==> config.mk <==
export PLATFORM = sky130hd
export DESIGN_NAME = sd_emmc_controller_adma2_seq
export DESIGN_NICKNAME = d
export VERILOG_FILES = /design/src/rtl/sd_emmc_controller_adma2_seq_pkg.sv /design/src/rtl/sd_emmc_adma2_desc_decode.sv /design/src/rtl/sd_emmc_controller_adma2_seq.sv
export SDC_FILE = /design/constraint.sdc
export NUM_CORES = 1
export LEC_CHECK = 0
export ABC_AREA = 1
export BUFFER_PORTS_ARGS = -buffer_cell sky130_fd_sc_hd__buf_2
export CAP_MARGIN = 10
export CORE_MARGIN = 3
export CORE_UTILIZATION = 58
export DETAILED_ROUTE_END_ITERATION = 8
export GPL_ROUTABILITY_DRIVEN = 0
export PLACE_DENSITY = 0.86
export SLEW_MARGIN = 20
export SYNTH_ARGS = -nofsm -noshare
export SYNTH_HDL_FRONTEND = slang
export SYNTH_SLANG_ARGS = --single-unit
==> constraint.sdc <==
create_clock -name clk_i -period 5.1 [get_ports clk_i]
set_input_delay 1.53 -clock clk_i [delete_from_list [all_inputs] [get_ports clk_i]]
set_output_delay 1.53 -clock clk_i [all_outputs]
set_load 0.01 [all_outputs]
==> src/rtl/sd_emmc_controller_adma2_seq_pkg.sv <==
// rtl/sd_emmc_controller_adma2_seq_pkg.sv - ADMA2 sequencer shared types and constants
package sd_emmc_controller_adma2_seq_pkg;

  localparam int ATTR_VALID   = 0;
  localparam int ATTR_END     = 1;
  localparam int ATTR_INT     = 2;
  localparam int ATTR_ACT_LSB = 3;

  localparam logic [2:0] ACT_TRAN = 3'b100;
  localparam logic [2:0] ACT_LINK = 3'b110;

  typedef enum logic [1:0] {
    ST_STOP = 2'b00,
    ST_FDS  = 2'b01,
    ST_TFR  = 2'b11
  } adma_err_state_e;

  typedef enum logic [3:0] {
    S_IDLE,
    S_FETCH_AR,
    S_FETCH_R,
    S_DECODE,
    S_XFER_REQ,
    S_XFER_WAIT,
    S_NEXT,
    S_DONE,
    S_ERROR
  } adma_state_e;

  typedef struct packed {
    logic        is_tran;
    logic        is_link;
    logic        valid;
    logic        is_end;
    logic        is_int;
    logic [16:0] len17;
    logic        align_err;
  } adma_desc_t;

  // A zero length field encodes a full 64 KiB segment.
  function automatic logic [16:0] seg_len_of(input logic [15:0] len);
    return (len == 16'h0) ? 17'h10000 : {1'b0, len};
  endfunction

endpackage

==> src/rtl/sd_emmc_adma2_desc_decode.sv <==
// rtl/sd_emmc_adma2_desc_decode.sv - combinational ADMA2 descriptor field decode
module sd_emmc_adma2_desc_decode
  import sd_emmc_controller_adma2_seq_pkg::*;
#(
  parameter bit LEN_ZERO_64K = 1'b1
) (
  input  logic [5:0]  attr_i,
  input  logic [15:0] len_i,
  input  logic [1:0]  addr_lo_i,
  output adma_desc_t  desc_o
);

  logic [2:0] act;
  logic       len_zero_bad;

  always_comb begin
    act          = attr_i[ATTR_ACT_LSB +: 3];
    len_zero_bad = !LEN_ZERO_64K && (len_i == 16'h0);
    desc_o.is_tran   = (act == ACT_TRAN);
    desc_o.is_link   = (act == ACT_LINK);
    desc_o.valid     = attr_i[ATTR_VALID];
    desc_o.is_end    = attr_i[ATTR_END];
    desc_o.is_int    = attr_i[ATTR_INT];
    desc_o.len17     = seg_len_of(len_i);
    // Segments must be word aligned in both address and byte count.
    desc_o.align_err = (|addr_lo_i) || (|len_i[1:0]) || len_zero_bad;
  end

endmodule

==> src/rtl/sd_emmc_controller_adma2_seq.sv <==
// rtl/sd_emmc_controller_adma2_seq.sv - ADMA2 descriptor fetch/decode/segment sequencer
module sd_emmc_controller_adma2_seq
  import sd_emmc_controller_adma2_seq_pkg::*;
#(
  parameter int MAX_DESC     = 1024,
  parameter bit LEN_ZERO_64K = 1'b1
) (
  input  logic        clk_i,
  input  logic        rst_ni,
  input  logic        adma_start_i,
  input  logic [31:0] adma_base_addr_i,
  input  logic        adma_abort_i,
  output logic [31:0] axi_araddr_o,
  output logic [7:0]  axi_arlen_o,
  output logic        axi_arvalid_o,
  input  logic        axi_arready_i,
  input  logic [31:0] axi_rdata_i,
  input  logic [1:0]  axi_rresp_i,
  input  logic        axi_rvalid_i,
  output logic        axi_rready_o,
  input  logic        axi_rlast_i,
  output logic [31:0] seg_addr_o,
  output logic [16:0] seg_len_o,
  output logic        seg_valid_o,
  input  logic        seg_ready_i,
  input  logic        seg_done_i,
  output logic        adma_busy_o,
  output logic        adma_done_o,
  output logic        adma_int_o,
  output logic        adma_err_o,
  output logic [1:0]  adma_err_state_o,
  output logic [31:0] adma_sys_addr_o
);

  localparam int CW = $clog2(MAX_DESC + 1);

  adma_state_e     state_q, state_d;
  logic [31:0]     sys_addr_q, sys_addr_d;
  logic [CW-1:0]   cnt_q, cnt_d;
  adma_err_state_e err_state_q, err_state_d;
  logic [5:0]      attr_q, attr_d;
  logic [15:0]     len_q, len_d;
  logic [31:0]     w1_q, w1_d;
  logic            beat_q, beat_d;
  logic            abort_pend_q, abort_pend_d;
  logic [31:0]     seg_addr_q, seg_addr_d;
  logic [16:0]     seg_len_q, seg_len_d;
  logic            abort_any;
  adma_desc_t      desc;

  sd_emmc_adma2_desc_decode #(
    .LEN_ZERO_64K(LEN_ZERO_64K)
  ) u_decode (
    .attr_i   (attr_q),
    .len_i    (len_q),
    .addr_lo_i(w1_q[1:0]),
    .desc_o   (desc)
  );

  always_ff @(posedge clk_i or negedge rst_ni) begin
    if (!rst_ni) begin
      state_q      <= S_IDLE;
      sys_addr_q   <= '0;
      cnt_q        <= '0;
      err_state_q  <= ST_STOP;
      attr_q       <= '0;
      len_q        <= '0;
      w1_q         <= '0;
      beat_q       <= 1'b0;
      abort_pend_q <= 1'b0;
      seg_addr_q   <= '0;
      seg_len_q    <= '0;
    end else begin
      state_q      <= state_d;
      sys_addr_q   <= sys_addr_d;
      cnt_q        <= cnt_d;
      err_state_q  <= err_state_d;
      attr_q       <= attr_d;
      len_q        <= len_d;
      w1_q         <= w1_d;
      beat_q       <= beat_d;
      abort_pend_q <= abort_pend_d;
      seg_addr_q   <= seg_addr_d;
      seg_len_q    <= seg_len_d;
    end
  end

  always_comb begin
    state_d      = state_q;
    sys_addr_d   = sys_addr_q;
    cnt_d        = cnt_q;
    err_state_d  = err_state_q;
    attr_d       = attr_q;
    len_d        = len_q;
    w1_d         = w1_q;
    beat_d       = beat_q;
    abort_pend_d = abort_pend_q;
    seg_addr_d   = seg_addr_q;
    seg_len_d    = seg_len_q;
    // Abort may be a short level; remember it while draining a burst or segment.
    abort_any    = adma_abort_i || abort_pend_q;

    case (state_q)
      S_IDLE: begin
        abort_pend_d = 1'b0;
        if (adma_start_i) begin
          sys_addr_d  = adma_base_addr_i;
          cnt_d       = '0;
          err_state_d = ST_STOP;
          state_d     = S_FETCH_AR;
        end
      end
      S_FETCH_AR: begin
        if (axi_arready_i) begin
          // The counter tracks fetched descriptors, so the loop guard trips without an extra fetch.
          cnt_d   = cnt_q + 1'b1;
          beat_d  = 1'b0;
          state_d = S_FETCH_R;
          if (adma_abort_i) abort_pend_d = 1'b1;
        end else if (adma_abort_i) begin
          err_state_d = ST_STOP;
          state_d     = S_IDLE;
        end
      end
      S_FETCH_R: begin
        if (axi_rvalid_i) begin
          if (!beat_q) begin
            attr_d = axi_rdata_i[5:0];
            len_d  = axi_rdata_i[31:16];
            beat_d = 1'b1;
          end else begin
            w1_d = axi_rdata_i;
          end
          if (abort_any) begin
            abort_pend_d = 1'b1;
            if (axi_rlast_i) begin
              err_state_d = ST_STOP;
              state_d     = S_IDLE;
            end
          end else if (axi_rresp_i != 2'b00 || (axi_rlast_i && !beat_q)) begin
            err_state_d = ST_FDS;
            state_d     = S_ERROR;
          end else if (axi_rlast_i) begin
            state_d = S_DECODE;
          end
        end
      end
      S_DECODE: begin
        if (adma_abort_i) begin
          err_state_d = ST_STOP;
          state_d     = S_IDLE;
        end else if (!desc.valid || cnt_q == CW'(MAX_DESC)) begin
          err_state_d = ST_FDS;
          state_d     = S_ERROR;
        end else if (desc.is_tran) begin
          if (desc.align_err) begin
            err_state_d = ST_TFR;
            state_d     = S_ERROR;
          end else begin
            seg_addr_d = w1_q;
            seg_len_d  = desc.len17;
            state_d    = S_XFER_REQ;
          end
        end else if (desc.is_link) begin
          sys_addr_d = w1_q;
          state_d    = desc.is_end ? S_DONE : S_FETCH_AR;
        end else begin
          state_d = S_NEXT;
        end
      end
      S_XFER_REQ: begin
        if (adma_abort_i) begin
          err_state_d = ST_STOP;
          state_d     = S_IDLE;
        end else if (seg_ready_i) begin
          state_d = seg_done_i ? S_NEXT : S_XFER_WAIT;
        end
      end
      S_XFER_WAIT: begin
        if (adma_abort_i) abort_pend_d = 1'b1;
        if (seg_done_i) begin
          if (abort_any) begin
            err_state_d = ST_STOP;
            state_d     = S_IDLE;
          end else begin
            state_d = S_NEXT;
          end
        end
      end
      S_NEXT: begin
        if (adma_abort_i) begin
          err_state_d = ST_STOP;
          state_d     = S_IDLE;
        end else if (desc.is_end) begin
          state_d = S_DONE;
        end else begin
          sys_addr_d = sys_addr_q + 32'd8;
          state_d    = S_FETCH_AR;
        end
      end
      S_DONE:  state_d = S_IDLE;
      S_ERROR: state_d = S_IDLE;
      default: state_d = S_IDLE;
    endcase
  end

  assign axi_araddr_o     = sys_addr_q;
  assign axi_arlen_o      = 8'd1;
  assign axi_arvalid_o    = (state_q == S_FETCH_AR);
  assign axi_rready_o     = (state_q == S_FETCH_R);
  assign seg_addr_o       = seg_addr_q;
  assign seg_len_o        = seg_len_q;
  assign seg_valid_o      = (state_q == S_XFER_REQ);
  assign adma_busy_o      = (state_q != S_IDLE);
  assign adma_done_o      = (state_q == S_DONE);
  assign adma_int_o       = (state_q == S_NEXT) && desc.is_int && !adma_abort_i;
  assign adma_err_o       = (state_q == S_ERROR);
  assign adma_err_state_o = err_state_q;
  assign adma_sys_addr_o  = sys_addr_q;

endmodule

Yosys cells after proc, flatten, opt, wreduce, memory -nomap -nowiden
Cells that the tools add are included.
- register bits after elaboration: 154
- input bits: 75
- word-level logic and storage cells: 134
- $add $sub $neg: 2
- equal/unequal tests: 31
- muxes and demuxes: 55
- bitwise operators: 4
- reduce and logical (&&, ||, !) cells: 31
- operator list (cell ; count):
    $mux 32 ; 7
    $pmux 32 s3 ; 1
    $mux 4 ; 15
    $add 32x4->32 const B ; 1
    $mux 2 ; 14
    $pmux 4 s7 ; 1
    $mux 11 ; 2
    $ne 2x2->1 const B ; 11
    $pmux 11 s2 ; 1
    $mux 17 ; 1
    $eq 4x3->1 const B ; 4
    $logic_not 16->1 ; 1
    $mux 3 ; 4
    $pmux 2 s6 ; 1
    $reduce_and 3->1 ; 4
    $add 11x1->11 const B ; 1
    $eq 11x11->1 const B ; 1
    $reduce_and 10->1 ; 1
    $eq 4x2->1 const B ; 2
    $ne 4x4->1 const B ; 2
    $reduce_and 8->1 ; 1
    $reduce_bool 4->1 ; 2
    $reduce_and 7->1 ; 1
    $eq 3x3->1 const B ; 2
    other kinds (20) ; 42

Depth between registers and ports, before layout
- depth after elaboration: 7
- mapped depth: 13

Modules after synthesis
A second synthesis with hierarchy kept.
- cell total of the unflattened synthesis: 1201
- area total of the unflattened synthesis: 8535.7 um^2
- by module, submodules not included (module ; instances ; cells an instance ; area an instance (um^2) ; sequential area each (um^2)):
    sd_emmc_controller_adma2_seq ; 1 ; 1150 ; 8321.7 ; 3853.7
    sd_emmc_adma2_desc_decode ; 1 ; 51 ; 214.0 ; 0.0

Worst setup path after synthesis
OpenSTA, ideal clock, no wires.
- path kind: input to output
- start point: input adma_abort_i
- end point: output adma_int_o
- arrival time: 1860 ps
- required time: 3570 ps
- slack: 1710 ps
- stages: 3
- path buffers: 0
- path through: inv_1 > nand2_1 > nor2_1
- cells in the longest elaborated chain, start to end: 2
- ends and longest elaborated chain (element ; RTL line ; RTL):
    start, declared ; sd_emmc_controller_adma2_seq.sv:12 ; input logic adma_abort_i,
    $logic_not 1->1 ; sd_emmc_controller_adma2_seq.sv:216 ; assign adma_int_o = (state_q == S_NEXT) && desc.is_int && !adma_abort_i;
    $logic_and 1x1->1 ; sd_emmc_controller_adma2_seq.sv:216 ;
    end, declared ; sd_emmc_controller_adma2_seq.sv:29 ; output logic adma_int_o,
Every way passes these cells.

Worst setup path in the final report
- start point: register state_q[2]
- end point: output adma_int_o
- cells in the longest elaborated chain, start to end: 3
- ends and longest elaborated chain (element ; RTL line ; RTL):
    start, declared ; sd_emmc_controller_adma2_seq.sv:37 ; adma_state_e state_q, state_d;
    start signal, assigned ; sd_emmc_controller_adma2_seq.sv:74 ; state_q <= state_d;
    $eq 4x3->1 ; sd_emmc_controller_adma2_seq.sv:216 ;
    $logic_and 1x1->1 (2 in a row) ; sd_emmc_controller_adma2_seq.sv:216 ;
Every way passes these cells.

==> impl_results.md <==
- DIE AREA: 0.0159 sq mm
- Setup tns final: 0 ps
- Filler cells: 1141
- Drc violations: 0
- Slew Viols, Final: 0
- Overall power: 5.13 mW
- Port bufs: 196
- Hold path start: seg_addr_o[1]$_DFFE_PN0P_
- Gr ovfl total: 0
- Critical Path AT: 2570 ps
- CTS tree: done
- Drt total wl: 22900 um
- Final core utilization: 70.0%
- Post-synth EDFFs: 0
- Dpl cells: 1483
- VDD IR max: 289 uV
- Pin count of the biggest net entering global routing: 108
- Antenna viol nets, final: 0
- R2r setup slk: 2550 ps
- Outcome: completed
- Nets: 1400
- First-pass GRT wire length: 36700 um
- Final-report hold violation count: 0
- Critical Path, Cell by Cell: inv_2 > nor2_2 > nand2_2 > clkinv_1 > nand2_1 > nor2_1 > buf_2
- Layout cells sized above 1: 20.1%
- Worst-margin pin slew: 1050 ps
- Initial antenna violation count: 0
- CTS buffer count: 17
- Delay-heaviest family, CP: buffers and inverters
- Worst Skew: 7.35 ps
- Core area: 0.0140 sq mm
- Critical path class: flop to primary output
- Tmin final: 4100 ps
- # setup viols final: 0
- Clock Latency Late Sink: 420 ps
- Clk root buf: clkbuf_16
- Die width: 126 um
- Nature of the critical path endpoint: primary output
- FMAX: 244 MHz
- Max-Cap Viols: 0
- Reg-to-Reg Start: state_q[2]$_DFFE_PN0P_
- # IOs: 205
- Sw frac: 41.6%
- Reg2reg path depth: 10
- Ys async rst share: 100%
- WHS Endpoint: seg_addr_o[1]$_DFFE_PN0P_
- Power Dens Cells: 524 mW/mm^2
- Unrepaired setup endpoints after global routing: no
- CTS Hold Buffers Added: 0
- P_leak: 5.51 nW
- Buffers & Inverters on Critical Path: 3
- Synth Warn #: 0
- Hold Crit Class: flop to flop
- Via count of the first global-routing pass: 7537
- Max incr delay on CP: 640 ps
- CP Launch Type: flop
- Share of the clock period used by the worst path: 80.3%
- R2R Path End: adma_sys_addr_o[9]$_DFFE_PN0P_
- GR Util All Layers: 28.8%
- Worst hold stages: 2
- Post-Syn Instances: 1171
- Post-CTS setup buffers: 0
- CTS max path bufs: 2
- Unique masters post-synth: 35
- Synth top area cells: dfrtp_1, nand2_1, inv_1
- Slew margin rel.: 29.4%
- Routed len/inst: 15.1 um
- Ys flop type: dfrtp_1
- Synth area leader: dfrtp_1
- Total number of vias: 8074
- Via density: 5.33
- NetSw: 2.14 mW
- Crit-path max FO: 26
- Violation count after the first detailed-route iteration: 918
- #FFs+latches synth: 154
- # rows: 43
- Drt first pass iters: 5
- Seq/Total Area, Yosys: 46.0%
- Pint: 3.00 mW
- Fin cells: 1515
- H-tree Lvls: 4
- CP required: 3570 ps
- Combinational share of power: 36.4%
- Yosys top cell area share: 46.0%
- Average cell area after synthesis: 7.16 sq um
- Flop pwr share: 38.7%
- Antenna fix cells: 0
- Die outline height: 126 um
- Cell area after synthesis: 0.00838 sq mm
- CTS clk-pin slew, worst paths: 60 ps
- Cts repair resizes: 0
- Post-DP HPWL: 16700 um
- Initial Util: 59.9%
- Clock Sinks: 154
- Crit-path slowest cell: clkinv_1
- Clock power share: 24.8%
- Area Overhead vs Synth: 16.8%
worst max path at each step:
stage,slack (ps),cells past startpoint,from,end
floorplan,1710,3,adma_abort_i,adma_int_o
global placement,1450,5,adma_abort_i,adma_int_o
detailed placement,1430,5,adma_abort_i,adma_int_o
CTS,1050,7,state_q[2]$_DFFE_PN0P_,adma_int_o
global route,830,6,state_q[0]$_DFFE_PN0P_,adma_int_o
finish,1000,7,state_q[2]$_DFFE_PN0P_,adma_int_o
sequential cells by signal, indices dropped and copies added (netlist names):
| name | flops |
|---|---|
| adma_sys_addr_o | 32 |
| seg_addr_o | 32 |
| w1_q | 32 |
| seg_len_o | 17 |
| len_q | 16 |
| cnt_q | 11 |
| attr_q | 6 |
| state_q | 4 |
| adma_err_state_o | 2 |
| abort_pend_q | 1 |
| beat_q | 1 |
cell usage after synthesis, types with 7 or more instances:
master      n
clkbuf_1   19
nand4_1    19
buf_4      41
inv_2      11
dfrtp_1   154
nor3_1      8
nand2_1   384
o21ai_0    81
or2_2       7
inv_1     139
buf_2      13
nand3_1    82
a21oi_1    23
o21ai_1    31
nor2_1    115
layer usage:
layer	vias to the layer above	part of all wire, %	track usage [%]
met1	3743	41	39.1
met3	41	7.5	5.43
li1	3919	-	-
met4	0	2.5	9.78
met2	371	49	46.8
met5	-	0	0
layout by cell type (no fill, tap or decap), drive strengths merged:
| master | instances |
|---|---|
| o31ai | 1 |
| bufinv | 2 |
| or2 | 7 |
| clkbuf | 21 |
| dfrtp | 154 |
| nor3 | 8 |
| inv | 155 |
| o21ai | 112 |
| nand3 | 83 |
| nand3b | 3 |
| a31oi | 1 |
| clkinv | 4 |
| clkinvlp | 2 |
| nor2 | 121 |
| o22ai | 2 |
| o21bai | 5 |
| conb | 8 |
| ha | 3 |
| o211ai | 3 |
| nand4 | 19 |
| xor2 | 2 |
| buf | 202 |
| nor4 | 4 |
| nand2 | 389 |
| a21oi | 24 |
final cells by class:
cell class | instances | area (sq um) | area share (%)
Multi-Input combinational cell | 795 | 3510 | 35.8
Clock buffer | 21 | 460 | 4.70
Sequential cell | 154 | 3850 | 39.4
Tap cell | 180 | 225 | 2.30
Clock inverter | 11 | 135 | 1.38
Inverter | 152 | 573 | 5.86
Timing Repair Buffer | 202 | 1030 | 10.5
power groups by stage:
stage                     combinational [mW]  clock [mW]  sequential, mW
after global routing                    2.11        1.34            2.04
after CTS                               1.87        1.28            1.98
after floorplan                         1.39           0            1.95
final                                   1.87        1.27            1.99
after global placement                  1.79           0            1.98
after detailed placement                1.85           0            1.99
through the flow:
stage	cell area, sq um	setup WS (ps)	hold WS [ps]
4_1_cts	9780	1050	468
5_1_grt	9790	832	492
6_report	9790	1000	466
3_5_place_dp	9190	1430	451
2_1_floorplan	8400	1710	453
3_3_place_gp	9190	1450	445
worst register-to-register path, stage by stage, from the launching register on:
cell	delay [ps]
dfrtp_1	460
inv_2	90
nor2_2	60
nand2_2	410
nand2_1	130
inv_2	380
nand2_4	170
nand3_4	370
inv_4	180
nand2_1	100
o21ai_0	80
logic make-up after synthesis:
group	synth area share, %
other	0.0896
AND/OR/NAND/NOR	31.5
flip-flops	46.0
XOR/XNOR	0.209
buffers and inverters	12.5
adder cells (fa/ha/maj)	0.448
AO/OA/AOI/OAI	9.20
(Power assumes the default switching activity.)
